===== src/rtl/arm_mem_pkg.sv =====
// Shared types and constants for the MEM-stage SRAM controller.
package arm_mem_pkg;

  typedef enum logic [1:0] {
    IDLE = 2'd0,
    LO   = 2'd1,
    HI   = 2'd2,
    DONE = 2'd3
  } mem_state_t;

  localparam logic [31:0] ADDR_BASE       = 32'd1024;
  localparam int unsigned WAIT_CYCLES_DEF = 4;
  localparam int unsigned CNT_W           = 4;

endpackage


===== src/rtl/sram_wait_counter.sv =====
// Per-phase wait-state counter; tc flags the last cycle of a half-word access.
module sram_wait_counter
  import arm_mem_pkg::*;
#(
  parameter int unsigned WAIT_CYCLES = WAIT_CYCLES_DEF
) (
  input  logic clk,
  input  logic rst_n,
  input  logic clear,
  input  logic en,
  output logic tc
);

  localparam logic [CNT_W-1:0] LAST = CNT_W'(WAIT_CYCLES - 1);

  logic [CNT_W-1:0] cnt_q;
  logic [CNT_W-1:0] cnt_d;

  always_comb begin
    cnt_d = cnt_q;
    if (clear) begin
      cnt_d = {CNT_W{1'b0}};
    end else if (en) begin
      cnt_d = cnt_q + {{(CNT_W-1){1'b0}}, 1'b1};
    end else begin
      cnt_d = cnt_q;
    end
  end

  always_ff @(posedge clk or negedge rst_n) begin
    if (!rst_n) begin
      cnt_q <= {CNT_W{1'b0}};
    end else begin
      cnt_q <= cnt_d;
    end
  end

  assign tc = en & (cnt_q == LAST);

endmodule


===== src/rtl/mem_stage_sram_ctrl.sv =====
// MEM-stage SRAM controller: splits 32-bit loads/stores into two 16-bit SRAM
// half-word accesses with wait states, freezing the pipeline while busy.
module mem_stage_sram_ctrl
  import arm_mem_pkg::*;
#(
  parameter int unsigned        DATA_W      = 32,
  parameter int unsigned        SRAM_DW     = 16,
  parameter int unsigned        SRAM_AW     = 18,
  parameter int unsigned        WAIT_CYCLES = WAIT_CYCLES_DEF,
  parameter logic [DATA_W-1:0]  BASE_ADDR   = arm_mem_pkg::ADDR_BASE
) (
  input  logic               clk,
  input  logic               rst,
  input  logic               memREn,
  input  logic               memWEn,
  input  logic [DATA_W-1:0]  aluRes,
  input  logic [DATA_W-1:0]  valRm,
  output logic [DATA_W-1:0]  readData,
  output logic               ready,
  output logic               freeze,
  output logic [SRAM_AW-1:0] sramAddr,
  output logic [SRAM_DW-1:0] sramDqOut,
  output logic               sramDqOe,
  input  logic [SRAM_DW-1:0] sramDqIn,
  output logic               sramWeN,
  output logic               sramOeN
);

  mem_state_t state_q, state_d;

  logic                 op_wr_q, op_wr_d;
  logic [SRAM_AW-2:0]   word_q, word_d;
  logic [DATA_W-1:0]    wdata_q, wdata_d;
  logic [DATA_W-1:0]    rd_q, rd_d;
  logic [SRAM_AW-1:0]   addr_q, addr_d;
  logic [SRAM_DW-1:0]   dq_out_q, dq_out_d;
  logic                 dq_oe_q, dq_oe_d;
  logic                 we_n_q, we_n_d;
  logic                 oe_n_q, oe_n_d;

  logic                 req_s;
  logic                 tc_s;
  logic                 busy_s;
  logic [DATA_W-1:0]    diff_s;
  logic [SRAM_AW-2:0]   word_new_s;
  logic                 unused_addr_bits_s;

  assign req_s      = memREn | memWEn;
  assign busy_s     = (state_q == LO) | (state_q == HI);
  // Out-of-window addresses simply wrap into the SRAM word space.
  assign diff_s     = aluRes - BASE_ADDR;
  assign word_new_s = diff_s[SRAM_AW:2];
  assign unused_addr_bits_s = ^{diff_s[DATA_W-1:SRAM_AW+1], diff_s[1:0]};

  sram_wait_counter #(
    .WAIT_CYCLES (WAIT_CYCLES)
  ) u_wait_cnt (
    .clk   (clk),
    .rst_n (rst),
    .clear (~busy_s | tc_s),
    .en    (busy_s),
    .tc    (tc_s)
  );

  always_comb begin
    state_d = state_q;
    case (state_q)
      IDLE:    state_d = req_s ? LO : IDLE;
      LO:      state_d = tc_s ? HI : LO;
      HI:      state_d = tc_s ? DONE : HI;
      DONE:    state_d = IDLE;
      default: state_d = IDLE;
    endcase
  end

  // Request attributes are captured only when leaving IDLE; store wins a tie.
  always_comb begin
    op_wr_d = op_wr_q;
    word_d  = word_q;
    wdata_d = wdata_q;
    if ((state_q == IDLE) && req_s) begin
      op_wr_d = memWEn;
      word_d  = word_new_s;
      wdata_d = valRm;
    end else begin
      op_wr_d = op_wr_q;
      word_d  = word_q;
      wdata_d = wdata_q;
    end
  end

  // SRAM pins are registered from the next state so they line up with LO/HI.
  always_comb begin
    addr_d   = addr_q;
    dq_out_d = dq_out_q;
    dq_oe_d  = 1'b0;
    we_n_d   = 1'b1;
    oe_n_d   = 1'b1;
    case (state_d)
      LO: begin
        addr_d = {word_d, 1'b0};
        if (op_wr_d) begin
          dq_out_d = wdata_d[SRAM_DW-1:0];
          dq_oe_d  = 1'b1;
          we_n_d   = 1'b0;
        end else begin
          oe_n_d   = 1'b0;
        end
      end
      HI: begin
        addr_d = {word_d, 1'b1};
        if (op_wr_d) begin
          dq_out_d = wdata_d[DATA_W-1:SRAM_DW];
          dq_oe_d  = 1'b1;
          we_n_d   = 1'b0;
        end else begin
          oe_n_d   = 1'b0;
        end
      end
      default: begin
        addr_d   = addr_q;
        dq_out_d = dq_out_q;
      end
    endcase
  end

  always_comb begin
    rd_d = rd_q;
    if ((state_q == LO) && tc_s && !op_wr_q) begin
      rd_d = {rd_q[DATA_W-1:SRAM_DW], sramDqIn};
    end else if ((state_q == HI) && tc_s && !op_wr_q) begin
      rd_d = {sramDqIn, rd_q[SRAM_DW-1:0]};
    end else begin
      rd_d = rd_q;
    end
  end

  always_ff @(posedge clk or negedge rst) begin
    if (!rst) begin
      state_q  <= IDLE;
      op_wr_q  <= 1'b0;
      word_q   <= {(SRAM_AW-1){1'b0}};
      wdata_q  <= {DATA_W{1'b0}};
      rd_q     <= {DATA_W{1'b0}};
      addr_q   <= {SRAM_AW{1'b0}};
      dq_out_q <= {SRAM_DW{1'b0}};
      dq_oe_q  <= 1'b0;
      we_n_q   <= 1'b1;
      oe_n_q   <= 1'b1;
    end else begin
      state_q  <= state_d;
      op_wr_q  <= op_wr_d;
      word_q   <= word_d;
      wdata_q  <= wdata_d;
      rd_q     <= rd_d;
      addr_q   <= addr_d;
      dq_out_q <= dq_out_d;
      dq_oe_q  <= dq_oe_d;
      we_n_q   <= we_n_d;
      oe_n_q   <= oe_n_d;
    end
  end

  assign ready     = (state_q == DONE) | ((state_q == IDLE) & ~memREn & ~memWEn);
  assign freeze    = ~ready;
  assign readData  = rd_q;
  assign sramAddr  = addr_q;
  assign sramDqOut = dq_out_q;
  assign sramDqOe  = dq_oe_q;
  assign sramWeN   = we_n_q;
  assign sramOeN   = oe_n_q;

endmodule

===== config.mk =====
export PLATFORM = sky130hd
export DESIGN_NAME = mem_stage_sram_ctrl
export DESIGN_NICKNAME = d
export VERILOG_FILES = /design/src/rtl/arm_mem_pkg.sv /design/src/rtl/sram_wait_counter.sv /design/src/rtl/mem_stage_sram_ctrl.sv
export SDC_FILE = /design/constraint.sdc
export NUM_CORES = 1
export LEC_CHECK = 0
export ABC_AREA = 1
export CAP_MARGIN = 30
export CORE_ASPECT_RATIO = 0.6
export CORE_UTILIZATION = 40
export CTS_CLUSTER_SIZE = 12
export DETAILED_ROUTE_END_ITERATION = 16
export HOLD_SLACK_MARGIN = 0.05
export PLACE_DENSITY = 0.69
export SLEW_MARGIN = 10
export SYNTH_ARGS = -nofsm -noshare
export SYNTH_HDL_FRONTEND = slang
export SYNTH_HIERARCHICAL = 1
export SYNTH_SLANG_ARGS = --single-unit

===== constraint.sdc =====
create_clock -name clk -period 4 [get_ports clk]
set_input_delay 0.6 -clock clk [delete_from_list [all_inputs] [get_ports clk]]
set_output_delay 0.6 -clock clk [all_outputs]
set_load 0.02 [all_outputs]

[Word-level counts from Yosys, hierarchy flattened]
Index checks and enable logic that the tools add are counted.
Storage, ports and cells
  word-level logic and storage cells: 65
  input bits: 84
  output and inout bits: 71
  register bits: 125
Cells by class
  add/subtract/negate cells: 2
  multiplexer cells: 19
  bitwise gates (word level): 12
  eq/ne operators: 8
  reduce and logical (&&, ||, !) cells: 12
Operators by type and width (count)
  $mux W16: 3
  $pmux W18 S2: 1
  $mux W32: 1
  $pmux W16 S2: 1
  $sub A19 B11 Y19 const B: 1
  $mux W17: 1
  $mux W1: 8
  $mux W4: 2
  $pmux W2 S4: 1
  $eq A2 B2 Y1 const B: 3
  $logic_and A1 B1 Y1: 5
  $not A1 Y1: 5
  $add A4 B1 Y4 const B: 1
  $eq A2 B1 Y1 const B: 2
  $eq A4 B2 Y1 const B: 1
  $ne A2 B2 Y1 const B: 2
  $or A1 B1 Y1: 4
  $reduce_bool A2 Y1: 2
  $and A1 B1 Y1: 3
  $reduce_and A3 Y1: 1
  $logic_not A2 Y1: 1
  $mux W2: 1
  $reduce_and A2 Y1: 1
  $reduce_or A2 Y1: 1
  $logic_not A1 Y1: 1

[Longest topological paths before layout]
  depth in word-level cells: 8
  depth in mapped cells: 16
  depth with buffers taken out: 14

[Modules after synthesis]
Netlist, hierarchy kept.
Modules (own cells, without submodules)
  mem_stage_sram_ctrl: times used 1, seq. area each 3030.4 µm², area each 5114.9 µm², cells each 594
  sram_wait_counter: times used 1, seq. area each 100.1 µm², area each 209.0 µm², cells each 25

[Worst setup path after synthesis]
Ideal clock, no wire load.
  path type: register to register
  start point: register state_q[0]
  end point: register dq_out_q[10] (netlist: sramDqOut[10])
  arrival: 2.431 ns
  library setup time: 0.117 ns
  period minus slack after synthesis: 2.548 ns
  path buffers: 1
  stages on the path, launching flop included: 13
  path slack: 1.452 ns
  data required time: 3.883 ns
  cells stage by stage: dfrtp_1 -> inv_1 -> ha_1 -> nand2_1 -> nor3_1 -> nand2_1 -> and3_1 -> ha_1 -> inv_2 -> nand3b_2 -> clkbuf_1 -> nand3_1 -> nand2_1
Between the ends
  longest elaborated chain between the ends: 8
  elaborated cells between the ends (all ways): 21
  those cells by class: eq/ne (7); mux (8); bitwise (2); reduce/logical (4)
Ends and longest elaborated chain
  from (decl): line mem_stage_sram_ctrl.sv:29  | mem_state_t state_q, state_d;
  from (signal assigned): line mem_stage_sram_ctrl.sv:151  | state_q <= state_d;
  $eq A2 B1 Y1 or $eq A2 B2 Y1 (tied branches): line mem_stage_sram_ctrl.sv:49  | assign busy_s = (state_q == LO) | (state_q == HI);
  $or A1 B1 Y1 *: line mem_stage_sram_ctrl.sv:49
  via busy_s: line mem_stage_sram_ctrl.sv:43  | logic busy_s;
  $and A1 B1 Y1 *: line sram_wait_counter.sv:38  | assign tc = en & (cnt_q == LAST);
  via tc_s: line mem_stage_sram_ctrl.sv:42  | logic tc_s;
  $mux W1 or $mux W2 (tied branches): line mem_stage_sram_ctrl.sv:70, mem_stage_sram_ctrl.sv:69
  $pmux W2 S4 *: line mem_stage_sram_ctrl.sv:67  | case (state_q)
  $eq A2 B1 Y1 or $eq A2 B2 Y1 (tied branches): line mem_stage_sram_ctrl.sv:99  | case (state_d)
  $ne A2 B2 Y1 (no source line) or $reduce_bool A2 Y1 (tied branches)
  $reduce_and A3 Y1 (no source line)
  to (signal assigned): line mem_stage_sram_ctrl.sv:146  | dq_out_q <= {SRAM_DW{1'b0}};
  to (signal assigned): line mem_stage_sram_ctrl.sv:157  | dq_out_q <= dq_out_d;
  to (decl): line mem_stage_sram_ctrl.sv:36  | logic [SRAM_DW-1:0] dq_out_q, dq_out_d;
Mark *: on every way through the listed nets, which the timed path passes. The rest lies on a longest branch. The select of a mux whose other input is x is not followed.
A chain may end at the register's enable or synchronous reset.

[Worst setup path in the final report]
  start point: register state_q[0]
  end point: register dq_out_q[3] (netlist: sramDqOut[3])
Between the ends
  longest elaborated chain between the ends: 8
  elaborated cells between the ends (all ways): 21
  those cells by class: eq/ne (7); mux (8); bitwise (2); reduce/logical (4)
Ends and longest elaborated chain
  $eq A2 B1 Y1 or $eq A2 B2 Y1 (tied branches): line mem_stage_sram_ctrl.sv:49
  $or A1 B1 Y1 *: line mem_stage_sram_ctrl.sv:49
  via busy_s: line mem_stage_sram_ctrl.sv:43
  $and A1 B1 Y1 *: line sram_wait_counter.sv:38
  via tc_s: line mem_stage_sram_ctrl.sv:42
  $mux W2 *: line mem_stage_sram_ctrl.sv:69  | LO: state_d = tc_s ? HI : LO;
  $pmux W2 S4 *: line mem_stage_sram_ctrl.sv:67
  via state_d[1]: line mem_stage_sram_ctrl.sv:29
  $eq A2 B1 Y1 or $eq A2 B2 Y1 (tied branches): line mem_stage_sram_ctrl.sv:99
  $ne A2 B2 Y1 (no source line) or $reduce_bool A2 Y1 (tied branches)
  $reduce_and A3 Y1 (no source line)
Marks and branches as above.

==> results.yml <==
logic_synthesis:
  syn_area_mm2: 0.00532
  syn_avg_cell_area_um2: 8.60
  yosys_warnings: 6
  synth_seq_cells: 125
  yosysSeqAreaShare_pct: 58.8
  synth_top_area_share_pct: 57.8
  ys_types: 29
  ys_top_cells_by_area: "dfrtp_1 (58%), nand2_1 (20%), o21ai_0 (3.5%), nand3_1 (2.8%), inv_1 (2.7%)"
  synthCells: 619
  synth_top_area_cell: "dfrtp_1"
  synthesis.nets: 712
worst_setup_path:
  cp-end-kind: "flop"
  cp_max_fo: 18
  crit_chain: "inv_1 > ha_1 > nand2_1 > nor3_1 > nand2_1 > nand2_1 > o21ai_0 > inv_1 > ha_2 > inv_2 > nand3b_2 > nand2_4 > nand2_1 > nand2_1"
  cp_num_buf_inv: 3
  r2r_slack_ns: 0.65
  cpLargestDelayFamily: "simple AND/OR/NAND/NOR gates"
  cp.arrival_ns: 3.64
  slowest_stage: "ha_2"
  cpMostUsedCell: "nand2_1"
  timing.rr.end: "sramDqOut[3]"
  cpPeakStageDelay_ns: 0.42
  worst-setup-path-type: "flop to flop"
  required_ns: 4.29
  reg2regPathDepth: 14
  timing.rr.start: "state_q[0]"
  start_kind: "flop"
global_routing:
  grt_pass1_vias: 4421
  grt_usage_pct: 20.6
  grt_max_degree: 66
  grt_pass1_wl_um: 21800
  grt_antenna_before_repair: 0
  gr-total-overflow: 0
sta:
  worst_clock_skew_ns: 0.00614
  finalSetupTns_ns: 0
  min_period_ns: 3.35
  setup_viol: 0
  rsz0062_at_grt: "no"
  fmax_mhz: 299
  period_share_pct: 83.7
  finalHoldViolations: 0
  tightest_slew_ns: 0.803
  drv_slew: 0
  slew_headroom_pct: 46.5
power_and_ir_drop:
  switchingPower_mw: 2.92
  power_frac_seq_pct: 30.2
  p_comb_share_pct: 47.2
  switching_share_pct: 40.4
  power_leakage_nw: 3.76
  clkPwrFrac_pct: 22.5
  ir_drop_mv: 0.344
  power_density_mw_per_mm2: 969
  p_int_mw: 4.31
die:
  start_util_pct: 41.3
  fp-row-count: 32
  die_x_um: 151
  die-height_um: 91.4
  die_area_mm2: 0.0138
  io_pins: 155
  core_mm2: 0.0129
detailed_routing:
  drt-initial-drc-count: 259
  drc: 0
  dr.pass1.iters: 6
  dr_wl_met2_um: 5910
  wl_met3_um: 787
  vias: 4499
  wl_per_cell_um: 14.0
  viasPerCell: 4.78
  drtAntennaViolNets: 0
  wl_um: 13200
  top_layer: "met4"
  wl_met1_um: 6370
cells_and_area:
  fill_cells: 1152
  layout.nets: 851
  drive_gt1_share_pct: 8.04
  syn2layout_area_growth_pct: 40.2
  multi_input_area_mm2: 0.00188
  antennaDiodeCount: 0
  register_area_mm2: 0.00313
  fin_area_mm2: 0.00747
place:
  dp_hpwl_um: 9220
  routabilityCongestion: 0.822
  dpl_cell_area_mm2: 0.00682
  port_buffers: 139
cts:
  tritoncts: "yes"
  ctsHoldBuffers: 0
  htreeDepth: 4
  cts_max_path_buffers: 2
  numCtsBuffers: 17
  clockRootBuffer: "clkbuf_16"
  numClockSinks: 125
  clk_pin_slew_ns: 0.06
  insertion_delay_ns: 0.41
flow_run:
  cap_violations: 0
outcome:
  status: "finished, final reports clean"
hold_path:
  hold_class: "input port to asynchronous set/reset pin"
cell usage after synthesis:
cell type	n
nor3_1	1
nor2_2	2
ha_1	9
and3_1	1
buf_2	8
nor2_4	2
o21ai_1	4
a21oi_1	4
buf_6	3
nand2_1	287
or2_1	1
o21ai_2	1
or2_2	6
o21ai_0	37
nand2_4	2
inv_1	38
dfstp_2	2
nand2_2	3
a31oi_1	10
inv_2	4
nand3_1	30
clkinv_1	1
buf_4	6
clkbuf_1	7
buf_1	2
dfrtp_1	123
nor2_1	20
and2_1	4
nand3b_2	1
placed cells by master, fill, tap and decap left out, types with 2 or more instances in the layout:
| cell type | Yosys | layout |
|---|---|---|
| nand2_1 | 287 | 287 |
| clkdlybuf4s50_1 | 0 | 138 |
| dfrtp_1 | 123 | 123 |
| inv_1 | 38 | 38 |
| o21ai_0 | 37 | 37 |
| nand3_1 | 30 | 30 |
| nor2_1 | 20 | 20 |
| clkbuf_16 | 0 | 17 |
| a31oi_1 | 10 | 10 |
| ha_1 | 9 | 8 |
| buf_4 | 6 | 7 |
| or2_2 | 6 | 6 |
| and2_1 | 4 | 4 |
| o21ai_1 | 4 | 4 |
| a21oi_1 | 4 | 4 |
| inv_2 | 4 | 4 |
| bufinv_16 | 0 | 4 |
| nand2_2 | 3 | 3 |
| inv_6 | 0 | 3 |
| nor2_4 | 2 | 2 |
| nand2_4 | 2 | 2 |
| clkinvlp_4 | 0 | 2 |
| clkinv_4 | 0 | 2 |
| clkbuf_1 | 7 | 2 |
| dfstp_2 | 2 | 2 |
| nor2_2 | 2 | 2 |
cell type report:
type	count	share of cell area (%)
multi-input combinational	425	25.2
timing repair buffer	146	19.4
clock buffer	20	5.98
clock inverter	12	2.46
inverter	43	2.16
tap	170	2.85
sequential	125	41.9
timing repair:
action                                  in CTS  in global routing
buffers inserted                             0                  0
hold endpoints to repair                     0                  0
endpoints found under the setup margin       0                 16
gates resized for setup                      0                  1
flip-flops by register name, summed over array words and instances (netlist names):
register and count:
op_wr_q 1, readData 32, sramAddr 18, sramDqOe 1
sramDqOut 16, sramOeN 1, sramWeN 1, state_q 2
u_wait_cnt/cnt_q 4, wdata_q 32, word_q 17
kinds of logic (layout without fill, tap and decap cells):
logic type      Yosys count  count (layout)  synth area share, %
simple gates            360             360                 27.6
flops                   125             125                 58.8
buf+inv                  69             221                 5.90
compound gates           56              56                 5.57
fa+ha+maj                 9               9                 2.12
power groups by stage:
stage               Sequential, mW  Clock (mW)  Combinational (mW)
detailed placement            2.20           0                3.41
floorplan                     2.58           0                1.76
CTS                           2.19        1.66                3.44
finish                        2.19        1.63                3.42
global placement              2.18           0                3.31
global route                  2.25        1.71                3.82
worst register-to-register path, cell delays in order, from the launching register on:
cell and delay (ns):
dfrtp_1 0.41, inv_1 0.11, ha_1 0.38, nand2_1 0.12, nor3_1 0.27, nand2_1 0.13
nand2_1 0.07, o21ai_0 0.12, inv_1 0.11, ha_2 0.42, inv_2 0.26, nand3b_2 0.42
nand2_4 0.23, nand2_1 0.11, nand2_1 0.05
routing by layer:
metal	vias to the layer above	global-route usage (%)
met5	-	0
met3	14	5.43
li1	2206	-
met2	118	30.2
met4	0	6.25
met1	2161	29.6
stage by stage:
step	total power [mW]	util [%]	std cells	worst slack [ns]	hold WS, ns
after global placement	5.50	52.9	908	0.550	0.458
after floorplan	4.35	-	619	1.45	0.304
after global routing	7.78	57.9	941	0.301	0.338
after detailed placement	5.62	52.9	908	0.367	0.463
after CTS	7.29	57.8	940	0.349	0.305
final	7.23	57.9	941	0.652	0.283
how the worst max path moves through the flow:
stage	from	to	slack, ns	cells after the start
after CTS	state_q[0]	sramDqOut[3]	0.35	14
after floorplan	state_q[0]	sramDqOut[10]	1.45	12
final	state_q[0]	sramDqOut[3]	0.65	14
after global routing	state_q[0]	sramDqOut[2]	0.30	14
after global placement	state_q[0]	sramDqOut[0]	0.55	14
after detailed placement	state_q[0]	sramDqOut[11]	0.37	14
Note: power is estimated with default switching activity, not from simulation.
